File: src/rtl/bus_if_mc_pkg.sv
// Shared definitions for the bus_if_mc memory access interface.
package bus_if_mc_pkg;

  localparam int unsigned ADDR_W_DEF = 30;
  localparam int unsigned DATA_W_DEF = 32;
  localparam int unsigned IDX_W_DEF  = 3;

  localparam logic READ     = 1'b1;
  localparam logic WRITE    = 1'b0;
  localparam logic ENABLE_  = 1'b0;
  localparam logic DISABLE_ = 1'b1;

  typedef enum logic [1:0] {
    STATE_IDLE   = 2'd0,
    STATE_REQ    = 2'd1,
    STATE_ACCESS = 2'd2,
    STATE_STALL  = 2'd3
  } state_t;

endpackage

File: src/rtl/bus_if_wdt.sv
// Bus access watchdog: counts enabled cycles and flags expiry at TIMEOUT-1.
// TIMEOUT=0 disables the watchdog entirely.
module bus_if_wdt #(
  parameter int unsigned TIMEOUT = 255
) (
  input  logic clk,
  input  logic reset,
  input  logic clear,
  input  logic enable,
  output logic expire
);

  generate
    if (TIMEOUT == 0) begin : g_off
      assign expire = 1'b0;
    end else begin : g_on
      localparam int unsigned CW = (TIMEOUT > 1) ? $clog2(TIMEOUT) : 1;
      logic [CW-1:0] count;

      // Wait-cycle counter; clear has priority over enable
      always_ff @(posedge clk or posedge reset) begin
        if (reset) begin
          count <= '0;
        end else if (clear) begin
          count <= '0;
        end else if (enable) begin
          count <= count + CW'(1);
        end
      end

      assign expire = (count == CW'(TIMEOUT - 1));
    end
  endgenerate

endmodule

File: src/rtl/bus_if_mc.sv
// CPU-side memory access interface: zero-wait scratchpad path plus a
// request/grant/access bus FSM with timeout and flush-abort.
module bus_if_mc
  import bus_if_mc_pkg::*;
#(
  parameter int unsigned ADDR_W  = ADDR_W_DEF,
  parameter int unsigned DATA_W  = DATA_W_DEF,
  parameter int unsigned IDX_W   = IDX_W_DEF,
  parameter int unsigned SPM_IDX = 1,
  parameter int unsigned TIMEOUT = 255
) (
  input  logic                clk,
  input  logic                reset,
  input  logic                stall,
  input  logic                flush,
  output logic                busy,
  output logic                err,
  input  logic [ADDR_W-1:0]   addr,
  input  logic                as_,
  input  logic                rw,
  input  logic [DATA_W/8-1:0] be,
  input  logic [DATA_W-1:0]   wr_data,
  output logic [DATA_W-1:0]   rd_data,
  input  logic [DATA_W-1:0]   spm_rd_data,
  output logic [ADDR_W-1:0]   spm_addr,
  output logic                spm_as_,
  output logic                spm_rw,
  output logic [DATA_W-1:0]   spm_wr_data,
  output logic [DATA_W/8-1:0] spm_be,
  input  logic [DATA_W-1:0]   bus_rd_data,
  input  logic                bus_rdy_,
  input  logic                bus_grnt_,
  output logic                bus_req_,
  output logic [ADDR_W-1:0]   bus_addr,
  output logic                bus_as_,
  output logic                bus_rw,
  output logic [DATA_W-1:0]   bus_wr_data,
  output logic [DATA_W/8-1:0] bus_be
);

  state_t             state;
  logic [DATA_W-1:0]  rd_buf;
  logic [IDX_W-1:0]   idx;
  logic               hit;
  logic               start;
  logic               rdy;
  logic               expire;
  logic               wdt_clear;
  logic               wdt_en;

  assign spm_addr    = addr;
  assign spm_rw      = rw;
  assign spm_wr_data = wr_data;
  assign spm_be      = be;

  assign idx   = addr[ADDR_W-1 -: IDX_W];
  assign hit   = (idx == IDX_W'(SPM_IDX));
  assign start = (as_ == ENABLE_) && !flush;
  assign rdy   = (bus_rdy_ == ENABLE_);

  bus_if_wdt #(.TIMEOUT(TIMEOUT)) u_wdt (
    .clk    (clk),
    .reset  (reset),
    .clear  (wdt_clear),
    .enable (wdt_en),
    .expire (expire)
  );

  // Combinational outputs: SPM strobe, read data mux, busy/err, watchdog control
  always_comb begin
    rd_data   = '0;
    spm_as_   = DISABLE_;
    busy      = 1'b0;
    err       = 1'b0;
    wdt_clear = 1'b1;
    wdt_en    = 1'b0;
    case (state)
      STATE_IDLE: begin
        if (start) begin
          if (hit && !stall) begin
            spm_as_ = ENABLE_;
            if (rw == READ) rd_data = spm_rd_data;
          end else begin
            busy = 1'b1;
          end
        end
      end
      STATE_REQ: busy = 1'b1;
      STATE_ACCESS: begin
        // ready beats a simultaneous timeout
        if (rdy) begin
          if (bus_rw == READ) rd_data = bus_rd_data;
        end else if (expire) begin
          err = 1'b1;
        end else begin
          busy      = 1'b1;
          wdt_clear = 1'b0;
          wdt_en    = 1'b1;
        end
      end
      STATE_STALL: begin
        if (bus_rw == READ) rd_data = rd_buf;
      end
      default: ;
    endcase
  end

  // Bus FSM with registered request/strobe and grant-time address/data latch
  always_ff @(posedge clk or posedge reset) begin
    if (reset) begin
      state       <= STATE_IDLE;
      bus_req_    <= DISABLE_;
      bus_as_     <= DISABLE_;
      bus_addr    <= '0;
      bus_rw      <= READ;
      bus_wr_data <= '0;
      bus_be      <= '0;
      rd_buf      <= '0;
    end else begin
      case (state)
        STATE_IDLE: begin
          if (start && !hit) begin
            bus_req_ <= ENABLE_;
            state    <= STATE_REQ;
          end
        end
        STATE_REQ: begin
          if (bus_grnt_ == ENABLE_) begin
            bus_addr    <= addr;
            bus_rw      <= rw;
            bus_wr_data <= wr_data;
            bus_be      <= be;
            bus_as_     <= ENABLE_;
            state       <= STATE_ACCESS;
          end else if (flush) begin
            bus_req_ <= DISABLE_;
            state    <= STATE_IDLE;
          end
        end
        STATE_ACCESS: begin
          bus_as_ <= DISABLE_;
          if (rdy || expire) begin
            rd_buf   <= rdy ? bus_rd_data : '0;
            bus_req_ <= DISABLE_;
            state    <= stall ? STATE_STALL : STATE_IDLE;
          end
        end
        STATE_STALL: begin
          if (!stall) state <= STATE_IDLE;
        end
        default: state <= STATE_IDLE;
      endcase
    end
  end

endmodule

File: config.mk
export PLATFORM = sky130hd
export DESIGN_NAME = bus_if_mc
export DESIGN_NICKNAME = d
export VERILOG_FILES = /design/src/rtl/bus_if_mc_pkg.sv /design/src/rtl/bus_if_wdt.sv /design/src/rtl/bus_if_mc.sv
export SDC_FILE = /design/constraint.sdc
export NUM_CORES = 1
export LEC_CHECK = 0
export ABC_AREA = 0
export BUFFER_PORTS_ARGS = -buffer_cell sky130_fd_sc_hd__buf_2
export CORE_MARGIN = 4
export CORE_UTILIZATION = 40
export DETAILED_ROUTE_END_ITERATION = 16
export GPL_TIMING_DRIVEN = 0
export HOLD_SLACK_MARGIN = 0.03
export PLACE_DENSITY = 0.74
export REMOVE_ABC_BUFFERS = 1
export SYNTH_ARGS = -nofsm -noshare
export SYNTH_HDL_FRONTEND = slang
export SYNTH_HIERARCHICAL = 1
export SYNTH_SLANG_ARGS = --single-unit
export TNS_END_PERCENT = 50
File: constraint.sdc
create_clock -name clk -period 9.8 [get_ports clk]
set_input_delay 1.96 -clock clk [delete_from_list [all_inputs] [get_ports clk]]
set_output_delay 1.96 -clock clk [all_outputs]
set_load 0.02 [all_outputs]
After elaboration in Yosys (flattened, before gate mapping) --
Cells that the tools add are included.
Cells by class: $add $sub $neg 1, $mul 0, divide/modulo/power cells 0, magnitude comparators 0, equal/unequal tests 12, shift-type cells 0, multiplexer cells 37, bitwise logic cells 3, reduce and logical (&&, ||, !) cells 16
Operators with widths (count):
- 32-bit 2-to-1 mux | 7
- 32-bit one-hot mux with 3 select lines | 1
- 1-bit 2-to-1 mux | 17
- 8-bit 2-to-1 mux | 2
- 2-bit 2-to-1 mux | 6
- 2-bit inequality test (second input constant) | 6
- 8-bit by 1-bit adder with 8-bit output (second input constant) | 1
- 8-bit == test (second input constant) | 1
- 2-bit one-hot mux with 4 select lines | 1
- 1-bit one-hot mux with 3 select lines | 2
- 2-bit AND reduction | 3
- 5-bit AND reduction | 1
- 2-bit == test (second input constant) | 2
- 4-bit AND reduction | 1
- 2-bit nonzero test | 2
- 3-bit by 1-bit == test with 1-bit output (second input constant) | 1
- 1-bit logical AND | 3
- 1-bit zero test | 3
- 3-bit inequality test (second input constant) | 1
- 1-bit inverter | 3
- 3-bit nonzero test | 1
- 2-bit by 1-bit == test with 1-bit output (second input constant) | 1
- 2-bit zero test | 1
- 1-bit one-hot mux with 2 select lines | 1
- 1-bit logical OR | 1
Storage, ports and cells: bits in registers 111, bits in latches 0, bits in writable memories 0, ROM bits 0, input port bits 138, memories 0

Longest topological paths before layout --
Gate-level depths: netlist of the first run.
depth after elaboration 6, gate-level depth with buffers 10, gate-level depth less buffers 9

Modules after synthesis --
Netlist of the first run, hierarchy kept.
Modules (own cells, without submodules):
- bus_if_mc | instances 1, cells an instance 401, area an instance 5083.6 µm², sequential area each 2581.2 µm²
- bus_if_wdt | instances 1, cells an instance 42, area an instance 406.6 µm², sequential area each 200.2 µm²

Worst setup path before layout of the first run --
OpenSTA, ideal clock, no wires.
path type input to output, start in addr[29], end out rd_data[10], data arrival time 3191 ps, required time 7840 ps, setup slack 4649 ps, cell stages on the path 5, buffers on the path 1, cells stage by stage nor4b_2 nand3_2 nor3b_4 buf_6 o2bb2ai_1
On the way: longest elaborated chain between the ends 5
Ends and longest elaborated chain:
- start, declared | line bus_if_mc.sv:18 | input logic [ADDR_W-1:0] addr,
- 3-bit by 1-bit == test with 1-bit output | line bus_if_mc.sv:57 | assign hit = (idx == IDX_W'(SPM_IDX));
- 1-bit logical AND | line bus_if_mc.sv:80 | if (hit && !stall) begin
- 32-bit 2-to-1 mux | line bus_if_mc.sv:80
- 32-bit 2-to-1 mux | line bus_if_mc.sv:79 | if (start) begin
- 32-bit one-hot mux with 3 select lines | line bus_if_mc.sv:77 | case (state)
- end, declared | line bus_if_mc.sv:23 | output logic [DATA_W-1:0] rd_data,
No other way between the ends.

Worst setup path in the final report of the first run --
start in addr[29], end out rd_data[24]
The elaborated chain is that of the path after synthesis.

==> summary.md, run 1 <==
| Metric | Value |
|---|---|
| Via density | `5.115` |
| Maximum operating frequency | `164.0 MHz` |
| Crit path DAT | `4.14 ns` |
| Initial Utilization | `41.13%` |
| DIE HEIGHT | `125.2 um` |
| First-pass GRT wire length | `23840 um` |
| Synth top area share | `49.23%` |
| Post-layout util | `52.66%` |
| Worst slew pin tran | `1.322 ns` |
| Fin. max-slew vios | `0` |
| Worst min path class | `reg -> reg` |
| Place WS | `3.734 ns` |
| Critical path, cell by cell | `buf_2, nor4b_2, nand3_2, nor3b_4, o2bb2ai_1, buf_2` |
| Leakage | `3.472 nW` |
| Unrepaired setup endpoints after global routing | `false` |
| Critical path class | `in -> out` |
| Initial drt markers | `186` |
| Setup Skew | `0.01148 ns` |
| Nets@finish | `817` |
| Synth unique cells | `39` |
| Longest Clk Path Bufs | `2` |
| Port-buffer cells | `308` |
| Hold path start | `rd_buf[30]` |
| Largest net degree at the start of global routing | `59` |
| Peak supply drop | `0.1643 mV` |
| Min Hold Slack | `0.5022 ns` |
| Final min period | `6.097 ns` |
| # hold bufs at CTS | `0` |
| CP Launch Point | `addr[29]` |
| Dpl cell area | `6730 um^2` |
| Synth Cell Area | `5490 um^2` |
| Area contributors post-synth | `dfrtp_1 49%, mux2_2 14%, buf_4 9.3%` |
| Total wire length | `14970 um` |
| Crit path required time | `7.84 ns` |
| Status | `complete, no violations` |
| #FFs+latches synth | `111` |
| GRT Total Usage | `18.62%` |
| Syn Inst Count | `443` |
| Die ar. | `15660 um^2` |
| Sink Count | `111` |
| Final setup viols | `0` |
| Vias | `4358` |
| # rows | `42` |
| Area leader, netlist | `dfrtp_1` |
| Final ANT Viol Nets | `0` |
| Die width | `125.2 um` |
| Slowest cell on crit path | `nor3b_4` |
| Detailed Routing Iterations Pass 1 | `5` |
| TritonCTS clock tree | `yes` |
| GR peak layer | `met2` |
| Fillers | `1185` |
| Area growth, synth to finish | `28.03%` |
| RD Place Congestion | `0.8703` |
| CP max FO | `32` |
| Mean post-synth cell area | `12.39 um^2` |
| Startpoint types | `primary input` |
| Max Cap Viol | `0` |
| Placed Instances | `836` |
| Final Cell Area | `7029 um^2` |
| Met1 GRT Util | `22.38%` |
| Post-CTS Resized | `0` |
| CP peak stage delay | `1.06 ns` |
| CTS clock-pin slew for the worst setup and hold paths | `0.07 ns` |
| Initial antenna violation count | `0` |
| DRC viols | `0` |
| Power Total | `2.014 mW` |
| GR Overflow Total | `0` |
| Wirelength per Cell | `17.57 um` |
| FF-to-FF Start | `state[0]` |
| Worst slew margin | `11.78%` |
| Top Ports | `309` |
| Crit path top cell by count | `buf_2` |
| Final WS setup | `3.703 ns` |
| Clock Tree Root | `clkbuf_16` |
| CORE AREA | `13350 um^2` |
| Fin crit share | `62.21%` |
| Fin cells | `852` |
| Vias in the first global route | `4567` |
| Pwr dens | `286.5 nW/um^2` |
| Fin. Hold Viols | `0` |
| ANT cells | `0` |
| Met2 global-route usage | `31.67%` |
| TNS Setup | `0 ns` |
| Reg2Reg Setup Slack | `7.41 ns` |
| Synth warn | `6` |
| H-tree depth | `3` |
| Postcts setup bufs | `0` |
| Worst skew pair latency | `0.35 ns` |
| GR Util met3 | `5.970%` |
| Layout cells sized above 1 | `60.50%` |
| Seq/Total Area, Yosys | `50.66%` |
| Number of CTS-inserted buffers | `9` |
| CP Capture Type | `primary output` |
| Hpwl dp | `11600 um` |
-- registers in the layout, indices dropped and copies added, names as in the netlist, 2 cells and up --
signal,flops
bus_addr,30
bus_be,4
bus_wr_data,32
rd_buf,32
state,2
u_wdt/g_on.count,8
-- metal layers --
metal / part of all wire, % / routed length (um)
met4: 1.8 / 269
met1: 39 / 5820
met2: 50 / 7557
met3: 8.8 / 1319
met5: 0 / 0
-- logic make-up after synthesis --
| family | synth area share, % |
|---|---|
| flops | 50.66 |
| compound gates | 16.13 |
| simple gates | 3.943 |
| buf+inv | 12.47 |
| fa+ha+maj | 1.823 |
| xor+xnor | 0.6382 |
| mux | 14.33 |
-- worst max-delay path: cells and delay by family --
kind	cells	cell delay [ns]
simple gates	3	1.58
buf+inv	2	0.34
compound gates	1	0.23
-- layout by cell type (no fill, tap or decap), types with 2 or more instances in the layout --
cell type  netlist  routed
buf_2           10     308
dfrtp_1        108     108
mux2_2          69      69
a22o_1          32      32
a22oi_1         32      32
o2bb2ai_1       32      32
nor2_1          10      10
clkbuf_16        0       9
inv_1            9       8
ha_1             8       8
a21oi_1          7       7
nand3_1          4       4
o21ai_0          3       3
nand2_1          3       3
a211oi_1         3       3
dfstp_2          3       3
xor2_1           3       3
clkinv_4         0       2
inv_6            0       2
buf_12           0       2
buf_16           0       2
nand4_1          2       2
or3_1            2       2
-- path summary, 6_finish.rpt --
path / endpoint / cells past startpoint
setup / recovery: rd_data[24] / 6
hold / removal: rd_buf[30] / 1
setup reg to reg: u_wdt/g_on.count[7] / 7
hold reg to reg: rd_buf[30] / 1
max in group asynchronous: bus_req_ / 3
min in group asynchronous: u_wdt/g_on.count[6] / 2
-- Yosys cell counts --
master,instances
o31ai_1,1
a22o_1,32
a21oi_1,7
nor2b_1,1
a211oi_1,3
nand4bb_1,1
mux2i_1,1
nand4_1,2
xnor2_1,1
nor2_1,10
o21ai_0,3
and3b_2,1
nor3_1,1
or4_1,1
nor2_2,1
nand3_2,1
mux2_2,69
clkbuf_1,14
nand3_1,4
o21ai_1,1
buf_4,68
nand3b_1,1
inv_1,9
o2bb2ai_1,32
buf_2,10
nor4b_2,1
dfrtp_1,108
nor3b_4,1
ha_1,8
nand2b_1,1
nand4_2,1
a22oi_1,32
nand2_1,3
buf_1,1
xor2_1,3
or3_1,2
dfstp_2,3
buf_6,3
and3_1,1
-- cell type report --
cell class	instances	area, um^2	area share, %
sequential	111	2781	39.57
timing repair buffer	313	1652	23.50
clock inverter	6	70.07	0.9968
clock buffer	10	229.0	3.257
tap	176	220.2	3.133
inverter	9	36.28	0.5162
multi-input combinational	227	2041	29.03
-- report_power, final --
group	switching, mW	internal, mW	leakage, nW
Combinational	0.490	0.370	1.98
Sequential	0.112	0.673	1.34
Clock	0.168	0.201	0.147
(Power assumes the default switching activity.)
==> run 2: changes to the inputs <==
- PLACE_DENSITY: 0.74 -> 0.76
- clock period: 9.8 -> 5 ns (I/O delays scaled with it)
==> summary.md, run 2 (same netlist as run 1, synthesis figures left out) <==
| Metric | Value |
|---|---|
| Status | `complete, no violations (unchanged)` |
| Placed Instances | `835 (was 836)` |
| CORE AREA | `13350 um^2 (unchanged)` |
| Sw power | `1.513 mW (was 0.7702 mW)` |
| Worst slew pin tran | `1.323 ns (was 1.322 ns)` |
| Crit path top cell by count | `buf_2 (unchanged)` |
| Detailed Routing Iterations Pass 1 | `4 (was 5)` |
| Initial antenna violation count | `0 (unchanged)` |
| Place WS | `0.7836 ns (was 3.734 ns)` |
| Peak supply drop | `0.4148 mV (was 0.1643 mV)` |
| CP max FO | `32 (unchanged)` |
| Fin. Hold Viols | `0 (unchanged)` |
| Commonest non-fill, non-tap cell in the layout | `buf_2 (unchanged)` |
| Sequential share of power | `38.6% (was 39.0%)` |
| # rows | `42 (unchanged)` |
| Leakage | `3.466 nW (was 3.472 nW)` |
| Largest regs | `bus_wr_data x32, rd_buf x32, bus_addr x30 (unchanged)` |
| Sw Share | `37.95% (was 38.24%)` |
| Crit path required time | `4.00 ns (was 7.84 ns)` |
| # hold bufs at CTS | `0 (unchanged)` |
| Fillers | `1181 (was 1185)` |
| ANT cells | `0 (unchanged)` |
| Top Ports | `309 (unchanged)` |
| DIE HEIGHT | `125.2 um (unchanged)` |
| CTS clock-pin slew for the worst setup and hold paths | `0.06 ns (was 0.07 ns)` |
| Pwr dens | `568.0 nW/um^2 (was 286.5 nW/um^2)` |
| Final WS setup | `0.8070 ns (was 3.703 ns)` |
| Final min period | `4.193 ns` |
| Fin cells | `851 (was 852)` |
| CP peak stage delay | `1.06 ns (about the same)` |
| Slowest cell on crit path | `nor3b_4 (unchanged)` |
| Initial drt markers | `148 (was 186)` |
| Hpwl dp | `11480 um (was 11600 um)` |
| Final setup viols | `0 (unchanged)` |
| Dpl cell area | `6703 um^2 (was 6730 um^2)` |
| Longest Clk Path Bufs | `2 (unchanged)` |
| Wirelength per Cell | `17.41 um (was 17.57 um)` |
| Total wire length | `14820 um (was 14970 um)` |
| Clock Tree Root | `clkbuf_16 (unchanged)` |
| Port-buffer cells | `308 (unchanged)` |
| Critical path class | `in -> out (unchanged)` |
| Die ar. | `15660 um^2 (unchanged)` |
| Final ANT Viol Nets | `0 (unchanged)` |
| Final Cell Area | `7022 um^2 (was 7029 um^2)` |
| Maximum operating frequency | `238.5 MHz` |
| Initial Utilization | `41.13% (unchanged)` |
| Setup Skew | `0.008582 ns (was 0.01148 ns)` |
| Nets@finish | `816 (was 817)` |
| Fin crit share | `83.86%` |
| RD Place Congestion | `0.8699 (was 0.8703)` |
| Worst min path class | `reg -> reg (unchanged)` |
| Fin. max-slew vios | `0 (unchanged)` |
| Combinational Power Share | `42.2% (was 42.7%)` |
| Vias in the first global route | `4703 (was 4567)` |
| Internal Power | `2.475 mW (was 1.244 mW)` |
| Post-CTS Resized | `0 (unchanged)` |
| TritonCTS clock tree | `yes (unchanged)` |
| Postcts setup bufs | `0 (unchanged)` |
| H-tree depth | `3 (unchanged)` |
| Min Hold Slack | `0.5014 ns (was 0.5022 ns)` |
| Area growth, synth to finish | `27.89% (was 28.03%)` |
| CP Capture Type | `primary output (unchanged)` |
| Power Total | `3.988 mW (was 2.014 mW)` |
| Worst slew margin | `11.73% (was 11.78%)` |
| Unrepaired setup endpoints after global routing | `false (unchanged)` |
| TNS Setup | `0 ns (unchanged)` |
| Crit path DAT | `3.19 ns (was 4.14 ns)` |
| Multi-input gate area | `2041 um^2 (unchanged)` |
| Max Cap Viol | `0 (unchanged)` |
| Startpoint types | `primary input (unchanged)` |
| GR Overflow Total | `0 (unchanged)` |
| Reg area | `2781 um^2 (unchanged)` |
| Vias | `4341 (was 4358)` |
| Critical path, cell by cell | `buf_2, nor4b_2, nand3_2, nor3b_4, o2bb2ai_1, buf_2 (unchanged)` |
| Clock Power Share | `19.3% (was 18.3%)` |
| DRC viols | `0 (unchanged)` |
| Die width | `125.2 um (unchanged)` |
| Number of CTS-inserted buffers | `9 (unchanged)` |
| GRT Total Usage | `18.73% (was 18.62%)` |
| Layout cells sized above 1 | `60.44% (was 60.50%)` |
| Post-layout util | `52.61% (was 52.66%)` |
| First-pass GRT wire length | `23940 um (was 23840 um)` |
| Via density | `5.101 (was 5.115)` |
| Largest net degree at the start of global routing | `54 (was 59)` |
| Sink Count | `111 (unchanged)` |
| Worst skew pair latency | `0.35 ns (about the same)` |
| Most frequent cells in the layout | `308 x buf_2, 108 x dfrtp_1, 69 x mux2_2 (unchanged)` |
-- run 2: cell count changes in the layout (fill, tap and decap cells not counted) --
cell | before | now
buf_16 | 2 | 1
clkinv_4 | 2 | 0
clkinvlp_4 | 0 | 1
bufinv_16 | 1 | 2
-- run 2: final cells by class --
cell class                      count  share of cell area, %
Sequential cell                   111                  39.61
Clock buffer                       10                  3.261
Multi-Input combinational cell    227                  29.06
Inverter                            9                 0.5168
Tap cell                          176                  3.136
Timing Repair Buffer              312                  23.13
Clock inverter                      6                  1.283
-- run 2: final timing paths --
path                                  from             endpoint  slack (ns)  cells after the start
worst max-delay path              addr[29]           rd_data[0]        0.81                      6
worst min-delay path            rd_buf[20]           rd_buf[20]        0.50                      1
worst max register to register    state[0]  u_wdt/g_on.count[7]        2.59                      7
worst min register to register  rd_buf[20]           rd_buf[20]        0.50                      1
max in group asynchronous            reset             bus_req_        3.54                      3
min in group asynchronous            reset  u_wdt/g_on.count[5]        0.62                      2
-- run 2: power by group through the flow --
stage / clock [mW] / sequential, mW / combinational, mW
floorplan: 0 / 1.88 / 0.704
global placement: 0 / 1.52 / 1.66
detailed placement: 0 / 1.55 / 1.70
CTS: 0.791 / 1.54 / 1.71
global route: 0.832 / 1.59 / 1.81
finish: 0.768 / 1.54 / 1.68
-- run 2: routing by layer --
| metal | GRT usage (%) | vias to the layer above | share of wire [%] |
|---|---|---|---|
| met5 | 0 | - | 0 |
| met4 | 6.569 | 0 | 1.8 |
| met3 | 5.288 | 18 | 8.6 |
| met2 | 33.03 | 216 | 51 |
| met1 | 21.85 | 2093 | 39 |
| li1 | - | 2014 | - |
-- run 2: critical path: cells and delay by family --
kind | cells | cell delay [ns]
AOI/OAI and AO/OA | 1 | 0.24
and+or+nand+nor | 3 | 1.57
buffers and inverters | 2 | 0.35
